--- config.mk ---
export PLATFORM = sky130hd
export DESIGN_NAME = axilite_noc_txn_scheduler
export DESIGN_NICKNAME = d
export VERILOG_FILES = /design/src/rtl/axilite_noc_txn_scheduler.sv
export SDC_FILE = /design/constraint.sdc
export NUM_CORES = 1
export LEC_CHECK = 0
export ABC_AREA = 0
export CAP_MARGIN = 20
export CORE_AREA = 10 10 153 155
export DETAILED_ROUTE_END_ITERATION = 16
export DIE_AREA = 0 0 163 165
export GPL_TIMING_DRIVEN = 0
export PLACE_DENSITY = 0.77
export SLEW_MARGIN = 0
export SYNTH_ARGS = -nofsm -noshare
export SYNTH_HDL_FRONTEND = slang
export SYNTH_SLANG_ARGS = --single-unit
--- constraint.sdc ---
create_clock -name clk -period 3.6 [get_ports clk]
set_clock_uncertainty 0.1 [all_clocks]
set_input_delay 0.72 -clock clk [delete_from_list [all_inputs] [get_ports clk]]
set_output_delay 0.72 -clock clk [all_outputs]
set_load 0.005 [all_outputs]
--- src/rtl/axilite_noc_txn_scheduler.sv ---
// Shares one NoC request encoder between AXI-Lite reads and writes, one request at a time, with credit limit.
// Optional build macro AXILITE_NOC_SCHED_RR_EN: round-robin arbitration (default: writes win over reads).
module axilite_noc_txn_scheduler #(
    parameter int AXILITE_ADDR_WIDTH = 64,
    parameter int AXILITE_DATA_WIDTH = 64,
    parameter int MAX_OUTSTANDING    = 16,
    localparam int CNT_W  = $clog2(MAX_OUTSTANDING + 1),
    localparam int STRB_W = AXILITE_DATA_WIDTH / 8
) (
    input  logic                          clk,
    input  logic                          rst,
    input  logic [AXILITE_ADDR_WIDTH-1:0] s_axi_araddr,
    input  logic                          s_axi_arvalid,
    output logic                          s_axi_arready,
    input  logic [AXILITE_ADDR_WIDTH-1:0] s_axi_awaddr,
    input  logic                          s_axi_awvalid,
    output logic                          s_axi_awready,
    input  logic [AXILITE_DATA_WIDTH-1:0] s_axi_wdata,
    input  logic [STRB_W-1:0]             s_axi_wstrb,
    input  logic                          s_axi_wvalid,
    output logic                          s_axi_wready,
    output logic                          req_valid,
    input  logic                          req_ready,
    output logic                          req_is_store,
    output logic [AXILITE_ADDR_WIDTH-1:0] req_addr,
    output logic [AXILITE_DATA_WIDTH-1:0] req_data,
    output logic [STRB_W-1:0]             req_strb,
    output logic                          transaction_type_wr,
    output logic [5:0]                    transaction_type_wr_data,
    input  logic                          transaction_fifo_full,
    input  logic                          rsp_read_done,
    input  logic                          rsp_write_done,
    output logic [CNT_W-1:0]              outstanding_cnt
);

    typedef enum logic {IDLE, ISSUE} state_t;

    state_t                          state_q, state_d;
    logic                            is_store_q;
    logic [AXILITE_ADDR_WIDTH-1:0]   addr_q;
    logic [AXILITE_DATA_WIDTH-1:0]   data_q;
    logic [STRB_W-1:0]               strb_q;
    logic [CNT_W-1:0]                cnt_q, cnt_d;
    logic                            grant_rd, grant_wr;
    logic                            can_accept, rd_cand, wr_cand;
    logic                            issue_hs, underflow;
    logic [1:0]                      dec_amt;
    logic [CNT_W:0]                  cnt_sum;
`ifdef AXILITE_NOC_SCHED_RR_EN
    logic                            prefer_wr_q, prefer_wr_d;
`endif

    assign rd_cand    = s_axi_arvalid;
    // AW and W are only ever taken together, so a write is a candidate only when both are valid.
    assign wr_cand    = s_axi_awvalid && s_axi_wvalid;
    assign can_accept = !transaction_fifo_full && (cnt_q < CNT_W'(MAX_OUTSTANDING));
    assign issue_hs   = req_valid && req_ready;

    always_comb begin
        state_d  = state_q;
        grant_rd = 1'b0;
        grant_wr = 1'b0;
`ifdef AXILITE_NOC_SCHED_RR_EN
        prefer_wr_d = prefer_wr_q;
`endif
        case (state_q)
            IDLE: begin
                if (!rst && can_accept) begin
`ifdef AXILITE_NOC_SCHED_RR_EN
                    if (rd_cand && wr_cand) begin
                        grant_wr = prefer_wr_q;
                        grant_rd = !prefer_wr_q;
                    end else begin
                        grant_wr = wr_cand;
                        grant_rd = rd_cand;
                    end
                    if (grant_rd || grant_wr) prefer_wr_d = grant_rd;
`else
                    grant_wr = wr_cand;
                    grant_rd = rd_cand && !wr_cand;
`endif
                    if (grant_rd || grant_wr) state_d = ISSUE;
                end
            end
            ISSUE: begin
                if (issue_hs) state_d = IDLE;
            end
            default: state_d = IDLE;
        endcase
    end

    assign s_axi_arready = grant_rd;
    assign s_axi_awready = grant_wr;
    assign s_axi_wready  = grant_wr;

    // Gating with rst drops a held request without a type push if reset lands mid-ISSUE.
    assign req_valid           = (state_q == ISSUE) && !rst;
    assign transaction_type_wr = issue_hs;
    assign req_is_store        = is_store_q;
    assign req_addr            = addr_q;
    assign req_data            = data_q;
    assign req_strb            = strb_q;
    assign transaction_type_wr_data = is_store_q ? {1'b1, 1'b0, 1'b0, addr_q[3], 2'b10}
                                                 : {1'b0, 1'b1, 1'b0, addr_q[3], 2'b01};

    // Both response classes may complete in one cycle, so the decrement can be two.
    assign dec_amt   = {1'b0, rsp_read_done} + {1'b0, rsp_write_done};
    assign cnt_sum   = {1'b0, cnt_q} + {{CNT_W{1'b0}}, issue_hs};
    assign underflow = cnt_sum < {{(CNT_W-1){1'b0}}, dec_amt};
    assign cnt_d     = underflow ? '0 : CNT_W'(cnt_sum - {{(CNT_W-1){1'b0}}, dec_amt});
    assign outstanding_cnt = cnt_q;

    always_ff @(posedge clk) begin
        if (rst) begin
            state_q    <= IDLE;
            is_store_q <= 1'b0;
            addr_q     <= '0;
            data_q     <= '0;
            strb_q     <= '0;
            cnt_q      <= '0;
`ifdef AXILITE_NOC_SCHED_RR_EN
            prefer_wr_q <= 1'b0;
`endif
        end else begin
            state_q <= state_d;
            cnt_q   <= cnt_d;
`ifdef AXILITE_NOC_SCHED_RR_EN
            prefer_wr_q <= prefer_wr_d;
`endif
            if (grant_rd) begin
                is_store_q <= 1'b0;
                addr_q     <= s_axi_araddr;
                data_q     <= '0;
                strb_q     <= '0;
            end else if (grant_wr) begin
                is_store_q <= 1'b1;
                addr_q     <= s_axi_awaddr;
                data_q     <= s_axi_wdata;
                strb_q     <= s_axi_wstrb;
            end
        end
    end

    credit_underflow_a : assert property (@(posedge clk) disable iff (rst) !underflow);

endmodule
# Word level (Yosys, flattened, before mapping)
# Index checks and enable logic that the tools add are counted.
# totals
latch_bits,0
memories,0
input_bits,209
romBits,0
elab_cells,36
ramBits,0
regBits,143
# op_classes
bitwise,1
eq_ne,0
magnitude_cmp,2
mux,11
addsub,3
mul,0
n_reduce_logical,13
n_shift,0
div,0
# op_table
operator,n
$mux 64,2
$mux 1,7
$add 5x1->6,1
$logic_and 1x1->1,6
$lt 6x2->1,1
$mux 6,1
$lt 5x5->1 const B,1
$sub 5x2->5,1
$reduce_or 2->1,2
$logic_not 1->1,3
$add 1x1->2,1
$pmux 1 s2,1
$reduce_bool 2->1,1
$logic_or 1x1->1,1
$not 1->1,1

# Logic depth before layout (Yosys ltp)
# Gate-level depths: netlist (run 1).
# depth
depth_word,7
ltp_mapped,11

# Worst setup path after synthesis (run 1)
# OpenSTA, ideal clock, no wires.
# synth_timing
path_kind,input port to flip-flop
start,input port rst
end,register cnt_q[2] (netlist: outstanding_cnt[2])
setup_time_ns,0.116
t_arrival_ns,2.758
slack_ns,0.625
cell_stages,9
n_path_buf,0
cell_sequence,nor2b_1 and2_1 ha_1 ha_1 fa_1 or4_1 o31ai_1 a21o_1 nor2_1
# synth_between
elab_chain_cells,6
# synth_lines
item,line,text
start: declaration,11,"input logic rst,"
$logic_not 1->1 *,97,assign req_valid = (state_q == ISSUE) && !rst;
$logic_and 1x1->1 *,97,
$logic_and 1x1->1 *,57,assign issue_hs = req_valid && req_ready;
via transaction_type_wr,28,"output logic transaction_type_wr,"
$add 5x1->6 *,108,"assign cnt_sum = {1'b0, cnt_q} + {{CNT_W{1'b0}}, issue_hs};"
$lt 6x2->1,109,"assign underflow = cnt_sum < {{(CNT_W-1){1'b0}}, dec_amt};"
$reduce_or 2->1 (no line),n/a,
end signal: assignment,126,cnt_q <= cnt_d;
end: declaration,43,"logic [CNT_W-1:0] cnt_q, cnt_d;"
# The timed path passes the listed nets; every way through them passes the cells marked *.
# A chain may end at the register's enable or synchronous reset.

# Final worst setup path (run 1)
# layout_timing
start,input port transaction_fifo_full
end,output port s_axi_arready
# layout_between
elab_chain_cells,5
# layout_lines
item,line,text
start: declaration,30,"input logic transaction_fifo_full,"
$logic_not 1->1,56,assign can_accept = !transaction_fifo_full && (cnt_q < CNT_W'(MAX_OUTSTANDING));
$logic_and 1x1->1,56,
$logic_and 1x1->1,68,if (!rst && can_accept) begin
$mux 1,68,
$mux 1,66,case (state_q)
end: declaration,14,"output logic s_axi_arready,"
# No other way between the ends.

==> results by group, run 1 <==
Clock network
  – CTS Root Cell: clkbuf_16
  – CTS Buffer Depth: 2
  – H-Tree Depth: 4
  – Setup bufs post-CTS: 0
  – Clock sink total: 143
  – Worst-path clk slew: 0.06 ns
  – CTS tree: built
  – Total CTS buffers: 17
  – Clock latency at the later pin of the worst-skew pair: 0.41 ns

Place
  – IO Port Bufs: 360
  – Post-Place Setup Slack: -0.116 ns
  – Routability congestion estimate: about 0.83
  – HPWL after DPL: 19.8 mm

STA
  – Final setup fails: 0
  – Slew Limit Fails: 0
  – Max-slew headroom: 48.7%
  – Fmax: approximately 300 MHz
  – Final worst slack: 0.225 ns
  – Hold WS: 0.353 ns
  – Final period util: 93.8%
  – RSZ-0062 raised after global routing: false
  – Final Hold Fails: 0
  – Min Tclk post-route: 3.38 ns
  – Worst Tran Pin Value: 0.769 ns

Outcome
  – Status: completed

Setup path
  – Slowest stage delay, CP: 0.49 ns
  – Crit-path most repeated cell: clkdlybuf4s50_1
  – Top fanout value on the critical path: 10
  – Worst EP arrival: 2.56 ns
  – CP Data Required Time: 2.78 ns
  – CP max-delay cell: clkdlybuf4s50_1
  – Critical setup path kind: primary input to output port
  – R2R Setup Slk: 0.79 ns
  – Nature of the critical path endpoint: output port
  – Startpoint type of the worst setup path: primary input
  – Worst-path cell chain: clkdlybuf4s50_1, nor4_4, nand2_1, a21o_1, buf_6, buf_4, inv_1, clkdlybuf4s50_1

Floorplan
  – Die X: 163 um
  – Die height: approximately 170 um
  – Starting Density: 29.9%
  – Io pins: 362
  – Core ar.: 20200 um^2
  – Row count: 52
  – Die ar.: around 27000 um^2

Synth
  – Sequential-to-total area share from yosys stat: 47.5%
  – Synth Register Bits: 143
  – Mapped Cells: 723
  – Cell area after synthesis: 6020 um^2
  – Avg Inst Size Synth: between 8 and 9 um^2
  – Post-synth top area cell: dfxtp_1
  – Post-synth cell types: 32
  – Ys Warns: 0
  – Top cell type's share of synthesized area: 47.5%
  – Synth top area cells: dfxtp_1 (48%), nor2_1 (11%), nor4_2 (11%)
  – Synth Net Count: 938

Global routing
  – Initial antenna violation count: 1
  – Largest net degree at the start of global routing: 17
  – GR Overflow Total: 0
  – GR Util All Layers: 17.6%
  – Vias in the first global route: 6381
  – First-pass GRT wire length: 36.9 mm

Layout
  – Seq. cell area: 2860 um^2
  – Final nets: ~1300
  – Layout cells sized above 1: ~13%
  – Number of fill cells in the layout: between 1500 and 2000
  – Layout overhead on the synthesized area: 75.7%
  – Multi-input logic area: 2750 um^2

Hold path
  – Worst Hold Class: flip-flop to flip-flop

Power and ir drop
  – Power Dens Cells: 445 nW/um^2
  – Worst vdd ir: 280 uV
  – Static Leak: 3.85 nW

Job
  – MaxCap Viol Count: 0

Route
  – # DRC: 0
  – Vias: between 6000 and 7000
  – Drt pass-1 iters: 4
  – Routed WL per cell: 17.9 um
  – Vias per std cell: 4.56
  – Routed WL: 24.8 mm
  – Post-route ant nets: 0
  – Iteration-0 DRC Markers: between 200 and 300
[path summary, 6_finish.rpt]
check | start | to | depth (start not counted)
max | transaction_fifo_full | s_axi_arready | 8
min | req_data[4] | req_data[4] | 2
max reg2reg | state_q | outstanding_cnt[2] | 9
min reg2reg | req_data[4] | req_data[4] | 2
[where the power goes]
part,leakage (nW),internal (mW),switching (mW)
Clock,0.295,1.05,0.770
Combinational,2.39,0.636,0.451
Sequential,1.16,1.72,0.0914
Total,3.85,3.40,1.31
[cells by family (layout without fill, tap and decap cells)]
group / count (synthesis) / count (layout) / share of synthesized area (%)
AND/OR/NAND/NOR: 422 / 422 / 36.4
flip-flops: 143 / 143 / 47.5
AO/OA/AOI/OAI: 80 / 80 / 6.88
buffers and inverters: 65 / 457 / 6.92
adder cells (fa/ha/maj): 6 / 6 / 1.37
XOR/XNOR: 6 / 6 / 0.873
other: 1 / 2 / 0.0623
[registers in the layout (all words and copies together) (netlist names)]
register / cells
req_addr: 64
req_data: 64
req_strb: 8
outstanding_cnt: 5
req_is_store: 1
state_q: 1
[timing repair]
item                       4_1_cts  5_1_grt
setup endpoints to repair        1        3
hold buffers                     0        0
resized for setup                1        3
pin swaps                        0        1
hold endpoints to repair         0        0
[routing by layer]
metal  up-vias  global-route usage (%)  part of all wire [%]
met5         -                       0                     0
met4         0                    4.34                   1.1
met3        21                    9.36                    12
met2       269                    29.7                    48
met1      2901                    19.1                    39
li1       3125                       -                     -
[placed cells by master (no fill, tap or decap), types with 2 or more instances in the layout]
cell / n
inv_6: 6
nor2_2: 10
clkbuf_1: 18
dfxtp_1: 143
a21oi_1: 74
clkbuf_16: 17
ha_1: 5
nand2_1: 148
nor4_1: 14
clkdlybuf4s50_1: 359
buf_6: 16
and2_1: 2
clkinv_2: 3
xnor2_1: 5
nor2_1: 179
a21o_1: 3
inv_8: 3
nand3_1: 2
bufinv_16: 2
inv_1: 7
nor2_4: 9
buf_4: 11
nor4_2: 50
nor2b_1: 2
buf_2: 11
[through the flow]
step | std cells | cell area (um^2) | utilization, % | power (mW) | TNS, ns
after floorplan | 723 | 6020 | - | 2.29 | 0
after global placement | 1353 | 9960 | 49.4 | 2.92 | -0.540
after detailed placement | 1353 | 9960 | 49.4 | 2.93 | -0.623
after CTS | 1385 | 10600 | 52.4 | 4.77 | 0
after global routing | 1386 | 10600 | 52.5 | 4.95 | 0
final | 1386 | 10600 | 52.5 | 4.71 | 0
[synth_stat cells]
| master | n |
|---|---|
| conb_1 | 1 |
| nor2_1 | 179 |
| a21oi_1 | 74 |
| a21o_1 | 3 |
| nand3_1 | 2 |
| nor3b_1 | 1 |
| nor2_2 | 10 |
| nor4_2 | 51 |
| nand2_1 | 148 |
| buf_2 | 12 |
| nand3_2 | 1 |
| and2_1 | 2 |
| buf_6 | 16 |
| inv_1 | 7 |
| nor2_4 | 9 |
| o31ai_1 | 1 |
| ha_1 | 5 |
| buf_4 | 10 |
| clkbuf_1 | 18 |
| dfxtp_1 | 143 |
| fa_1 | 1 |
| xor2_1 | 1 |
| buf_1 | 1 |
| xnor2_1 | 5 |
| nor4_1 | 14 |
| or4_1 | 1 |
| nor2b_1 | 2 |
| nand2b_1 | 1 |
| and3_1 | 1 |
| o21ai_0 | 1 |
| inv_2 | 1 |
| o32ai_1 | 1 |
[layout make-up]
class / instances / share of cell area, %
inverters: 8 / 0.296
repair buffers: 360 / 34.1
clock inverters: 15 / 1.63
flip-flops and latches: 143 / 27.1
clock buffers: 17 / 4.02
diodes: 1 / 0.0237
plain buffers: 57 / 3.68
multi-input cells: 515 / 26.0
well taps: 270 / 3.19
[worst max-delay path: cells and delay by family]
kind / cells / cell delay [ns]
buf+inv: 5 / 1.32
simple gates: 2 / 0.29
compound gates: 1 / 0.21
Power figures use the tool's default switching activity.
==> run 2, diff against run 1 <==
SETUP_SLACK_MARGIN = 0.5   (was default)
==> run 2 against run 1 <==
Flip-flop and latch count stayed put. Largest power group unchanged. Design area is 0.62% higher. Count of clock-buffer cells in the layout did not move. Critical path depth grew 1. Register-to-register slack gained 0.10 ns. Combinational power hardly changed.
==> results by group, run 2 (same netlist as run 1, synthesis figures left out) <==
Clock network
  – CTS Root Cell: clkbuf_16
  – Total CTS buffers: 17
  – Worst-path clk slew: ~0.060 ns
  – H-Tree Depth: 4
  – CTS Hold Bufs: 0
  – Clock sink total: 143
  – CTS Buffer Depth: 2
  – Clock latency at the later pin of the worst-skew pair: between 0.4 and 0.5 ns
  – CTS tree: built

Global routing
  – GR Util All Layers: 17.6%
  – Initial antenna violation count: 1
  – Vias in the first global route: 6397
  – Largest net degree at the start of global routing: 17
  – GR Overflow Total: 0
  – First-pass GRT wire length: between 30 and 40 mm

Floorplan
  – Io pins: 362
  – Die height: 165 um
  – Starting Density: 29.9%
  – Core ar.: between 20000 and 25000 um^2
  – Die ar.: 26900 um^2
  – Row count: 52
  – Die X: around 160 um

STA
  – Final worst slack: 0.611 ns
  – Setup TNS: 0 ns
  – Slew Limit Fails: 0
  – RSZ-0062 raised after global routing: false
  – Min Tclk post-route: about 3 ns
  – Final period util: 83.0%
  – Final Hold Fails: 0
  – Final setup fails: 0
  – Fmax: 335 MHz
  – Hold WS: 0.353 ns
  – Max-slew headroom: 48.5%
  – Worst Tran Pin Value: 0.772 ns

Hold path
  – Worst min-delay path startpoint: req_data[55]
  – Worst Hold Class: flip-flop to flip-flop

Route
  – Vias per std cell: about 4.6
  – # DRC: 0
  – Iteration-0 DRC Markers: approximately 280
  – Post-route ant nets: 0
  – Drt pass-1 iters: 4
  – Vias: 6354
  – Routed WL per cell: between 15 and 20 um
  – Routed WL: roughly 25 mm

Layout
  – Commonest non-fill, non-tap cell in the layout: clkdlybuf4s50_1
  – Commonest non-fill, non-tap cells in the layout: clkdlybuf4s50_1 (356), nor2_1 (179), nand2_1 (148), dfxtp_1 (143), a21oi_1 (74)
  – Layout cells sized above 1: 13.5%
  – Number of fill cells in the layout: 1892
  – Layout overhead on the synthesized area: 76.8%
  – Final nets: 1324

Setup path
  – Worst EP arrival: 2.17 ns
  – Crit. Startpoint: transaction_fifo_full
  – Top fanout value on the critical path: 10
  – Worst-path cell chain: dlygate4sd2_1, nor4_4, buf_4, nand2_1, a21o_1, buf_6, buf_6, inv_1, dlygate4sd2_1
  – Critical path's top delay family: buffers and inverters
  – Nature of the critical path endpoint: output port
  – Reg2reg start: state_q
  – Critical setup path kind: primary input to output port
  – Startpoint type of the worst setup path: primary input
  – Slowest stage delay, CP: 0.29 ns
  – CP Data Required Time: 2.78 ns
  – WP buf/inv: 6
  – CP max-delay cell: nor4_4

Power and ir drop
  – Tot Pwr: 4.72 mW
  – Static Leak: between 3 and 4 nW
  – Power Dens Cells: 444 nW/um^2
  – Worst vdd ir: 281 uV

Outcome
  – Status: completed

Job
  – MaxCap Viol Count: 0

Place
  – Post-Place Setup Slack: -0.116 ns
  – IO Port Bufs: 360
  – HPWL after DPL: 19.8 mm
  – Routability congestion estimate: roughly 0.83
==> run 2: repair_timing <==
item,in CTS,in global routing
pin swaps,2,3
hold endpoints to repair,0,0
gates resized for setup,8,8
setup endpoints to repair,8,7
setup buffers,3,4
==> run 2: layout make-up <==
class | count | area (um^2) | area share (%)
Tap cell | 270 | 338 | 3.17
Antenna cell | 1 | 2.50 | 0.0235
Clock inverter | 15 | 173 | 1.62
Inverter | 8 | 35.0 | 0.329
Multi-Input combinational cell | 515 | 2760 | 25.9
Timing Repair Buffer | 367 | 3650 | 34.3
Sequential cell | 143 | 2860 | 26.9
Clock buffer | 17 | 425 | 4.00
Buffer | 57 | 400 | 3.76
==> run 2: worst register-to-register path, delay by kind of cell (launching register included) <==
| family | cells | cell delay [ns] |
|---|---|---|
| adders and majority gates | 3 | 0.96 |
| DFF | 1 | 0.33 |
| AOI/OAI and AO/OA | 2 | 0.40 |
| and+or+nand+nor | 4 | 0.82 |
==> run 2: power by group <==
group	internal, mW	switching (mW)
clock network	1.05	0.771
registers	1.72	0.0913
logic	0.644	0.453
total	3.41	1.32
==> run 2: worst paths after layout <==
kind,depth (start not counted),to,slack [ns]
worst max register to register,9,outstanding_cnt[2],0.89
worst max-delay path,9,s_axi_arready,0.61
worst min register to register,2,req_data[55],0.35
worst min-delay path,2,req_data[55],0.35
==> run 2: per-layer routing <==
metal,track usage (%),share of wire (%),vias up
met5,0,0,-
met4,4.34,1.2,0
met3,9.36,12,21
met2,29.7,48,265
met1,19.1,39,2930
li1,-,-,3138
==> run 2: metrics by stage <==
step	instance area, um^2	std cells	utilization (%)
2_1_floorplan	6020	723	-
5_1_grt	10600	1393	52.8
6_report	10600	1393	52.8
3_3_place_gp	9960	1353	49.4
4_1_cts	10600	1388	52.6
3_5_place_dp	9960	1353	49.4
==> run 3, diff against run 2 <==
clock period = 2.9 ns   (was 3.6 ns; I/O delays follow)
==> run 3 against run 2 <==
Die area unchanged. Clock power is 25% higher. Critical path depth stayed put. Sequential power is 24% higher. Global-route usage rose by 0.65 points. Non-clock buffer count rose by 8. Power is 27% higher. Cell count increased by 0.65%. Design area increased by 1.3%. Register-to-register slack got worse by 0.42 ns. Highest routed layer unchanged.
==> results by group, run 3 (same netlist as run 1, synthesis figures left out) <==
Place
  – IO Port Bufs: 360
  – Routability congestion estimate: 0.801
  – DP Area: about 10000 um^2
  – HPWL after DPL: 19.7 mm

Route
  – Iteration-0 DRC Markers: between 300 and 400
  – Post-route ant nets: 0
  – Vias per std cell: about 4.5
  – Drt pass-1 iters: 4
  – Routed WL per cell: roughly 18 um
  – Vias: 6355
  – Routed WL: 25.5 mm
  – # DRC: 0

Floorplan
  – Die X: 163 um
  – Die ar.: 26900 um^2
  – Starting Density: 29.9%
  – Row count: 52
  – Die height: 165 um
  – Io pins: 362
  – Core ar.: just over 20000 um^2

Power and ir drop
  – Worst vdd ir: 392 uV
  – Power Dens Cells: 557 nW/um^2
  – Static Leak: 3.94 nW
  – Tot Pwr: roughly 6 mW

Setup path
  – Top fanout value on the critical path: 5
  – Slowest stage delay, CP: 0.37 ns
  – Nature of the critical path endpoint: output port
  – Reg2reg start: state_q
  – Startpoint type of the worst setup path: flip-flop
  – R2R Setup Slk: 0.47 ns
  – Worst-path cell chain: nor4_4, buf_4, buf_6, nand2_4, a21o_1, buf_6, buf_8, inv_2, buf_6
  – RR Endpoint: outstanding_cnt[4]
  – CP Data Required Time: approximately 2.2 ns
  – R2R cell count: 10
  – Critical path's top delay family: buffers and inverters
  – Critical path depth: 9
  – CP max-delay cell: dfxtp_4
  – Critical setup path kind: flip-flop to output port
  – Worst EP arrival: around 1.9 ns
  – WP buf/inv: 6
  – Crit-path most repeated cell: buf_6

Global routing
  – Initial antenna violation count: 2
  – GR Overflow Total: 0
  – First-pass GRT wire length: 38.2 mm
  – Vias in the first global route: 6578
  – GR Util All Layers: 18.3%
  – Global route hottest layer: met2
  – Global-route track usage on met1: about a fifth
  – Met2 GRT Util: 31.3%
  – Met3 Use GR: about 8.9%
  – Largest net degree at the start of global routing: 17

STA
  – Fmax: 389 MHz
  – Final Hold Fails: 0
  – Max-slew headroom: 45.4%
  – Final period util: 88.6%
  – Final setup fails: 0
  – RSZ-0062 raised after global routing: true
  – Slew Limit Fails: 0
  – Min Tclk post-route: approximately 2.6 ns
  – Worst Tran Pin Value: approximately 0.82 ns
  – Hold WS: approximately 0.35 ns

Hold path
  – Worst hold path depth: 2
  – Hold EP: req_data[7]
  – Worst Hold Class: flip-flop to flip-flop
  – Worst min-delay path startpoint: req_data[7]

Clock network
  – Worst-path clk slew: 0.06 ns
  – CTS Buffer Depth: 2
  – CTS tree: built
  – Clock sink total: 143
  – Total CTS buffers: 17
  – H-Tree Depth: 4
  – CTS Root Cell: clkbuf_16
  – Clock latency at the later pin of the worst-skew pair: 0.41 ns
  – CTS Hold Bufs: 0

Outcome
  – Status: completed

Layout
  – Final core occ: 53.5%
  – Final nets: 1332
  – Layout cells sized above 1: approximately 15%
  – Commonest non-fill, non-tap cells in the layout: clkdlybuf4s50_1 (354), nor2_1 (179), nand2_1 (147), dfxtp_1 (141), a21oi_1 (74)
  – Layout overhead on the synthesized area: 79.1%
  – Number of fill cells in the layout: 1857
  – Commonest non-fill, non-tap cell in the layout: clkdlybuf4s50_1
  – Design area: 10800 um^2

Job
  – MaxCap Viol Count: 0
-- run 3: changes by cell type in the layout (fill, tap and decap cells not counted), sizes merged --
| cell | delta |
|---|---|
| buf | +10 |
| clkbuf | +2 |
| clkdlybuf4s50 | -2 |
| clkinv | -1 |
| diode | +1 |
| dlymetal6s2s | -1 |
-- run 3: power by group --
part / switching (mW) / internal, mW / total (mW)
registers: 0.120 / 2.13 / 2.25
logic: 0.604 / 0.863 / 1.47
clock network: 0.957 / 1.33 / 2.28
-- run 3: how the worst max path moves through the flow --
stage / from / slack [ns] / end
after floorplan: rst / 0.31 / outstanding_cnt[0]
after global placement: rst / -0.51 / s_axi_wready
after detailed placement: rst / -0.47 / s_axi_wready
after CTS: state_q / 0.35 / outstanding_cnt[3]
after global routing: outstanding_cnt[4] / 0.22 / s_axi_arready
final: outstanding_cnt[4] / 0.33 / s_axi_arready
-- run 3: worst register-to-register path, cell delays in order, from the launching register on --
cell	delay, ns
dfxtp_2	0.36
nor2b_4	0.15
and2_4	0.16
ha_4	0.14
ha_4	0.20
fa_2	0.39
or4_4	0.44
o31ai_4	0.08
buf_4	0.14
xnor2_1	0.10
nor2_1	0.06
-- run 3: layer usage --
layer,share of wire (%),vias up,wire length (um)
met5,0,-,0
met4,1.4,0,366
met3,12,23,3030
met2,49,282,12400
met1,38,2899,9650
li1,-,3151,-
-- run 3: layout make-up --
class | instances | area, um^2 | area share (%)
clock buffers | 18 | 439 | 4.07
diodes | 2 | 5.00 | 0.0464
flip-flops and latches | 143 | 2870 | 26.6
inverters | 8 | 35.0 | 0.325
well taps | 270 | 338 | 3.13
plain buffers | 57 | 404 | 3.75
clock inverters | 14 | 168 | 1.55
multi-input cells | 515 | 2830 | 26.2
repair buffers | 375 | 3700 | 34.3
-- run 3: what timing repair did --
action / in CTS / in global routing
buffers inserted: 11 / 4
pin swaps: 11 / 6
resized for setup: 28 / 8
setup endpoints to repair: 10 / 8
-- run 3: per-stage QoR --
stage	std cells	setup slack [ns]	TNS [ns]
6_report	1402	0.332	0
5_1_grt	1402	0.220	0
4_1_cts	1396	0.348	0
3_5_place_dp	1353	-0.472	-3.33
3_3_place_gp	1353	-0.512	-3.29
2_1_floorplan	723	0.306	0
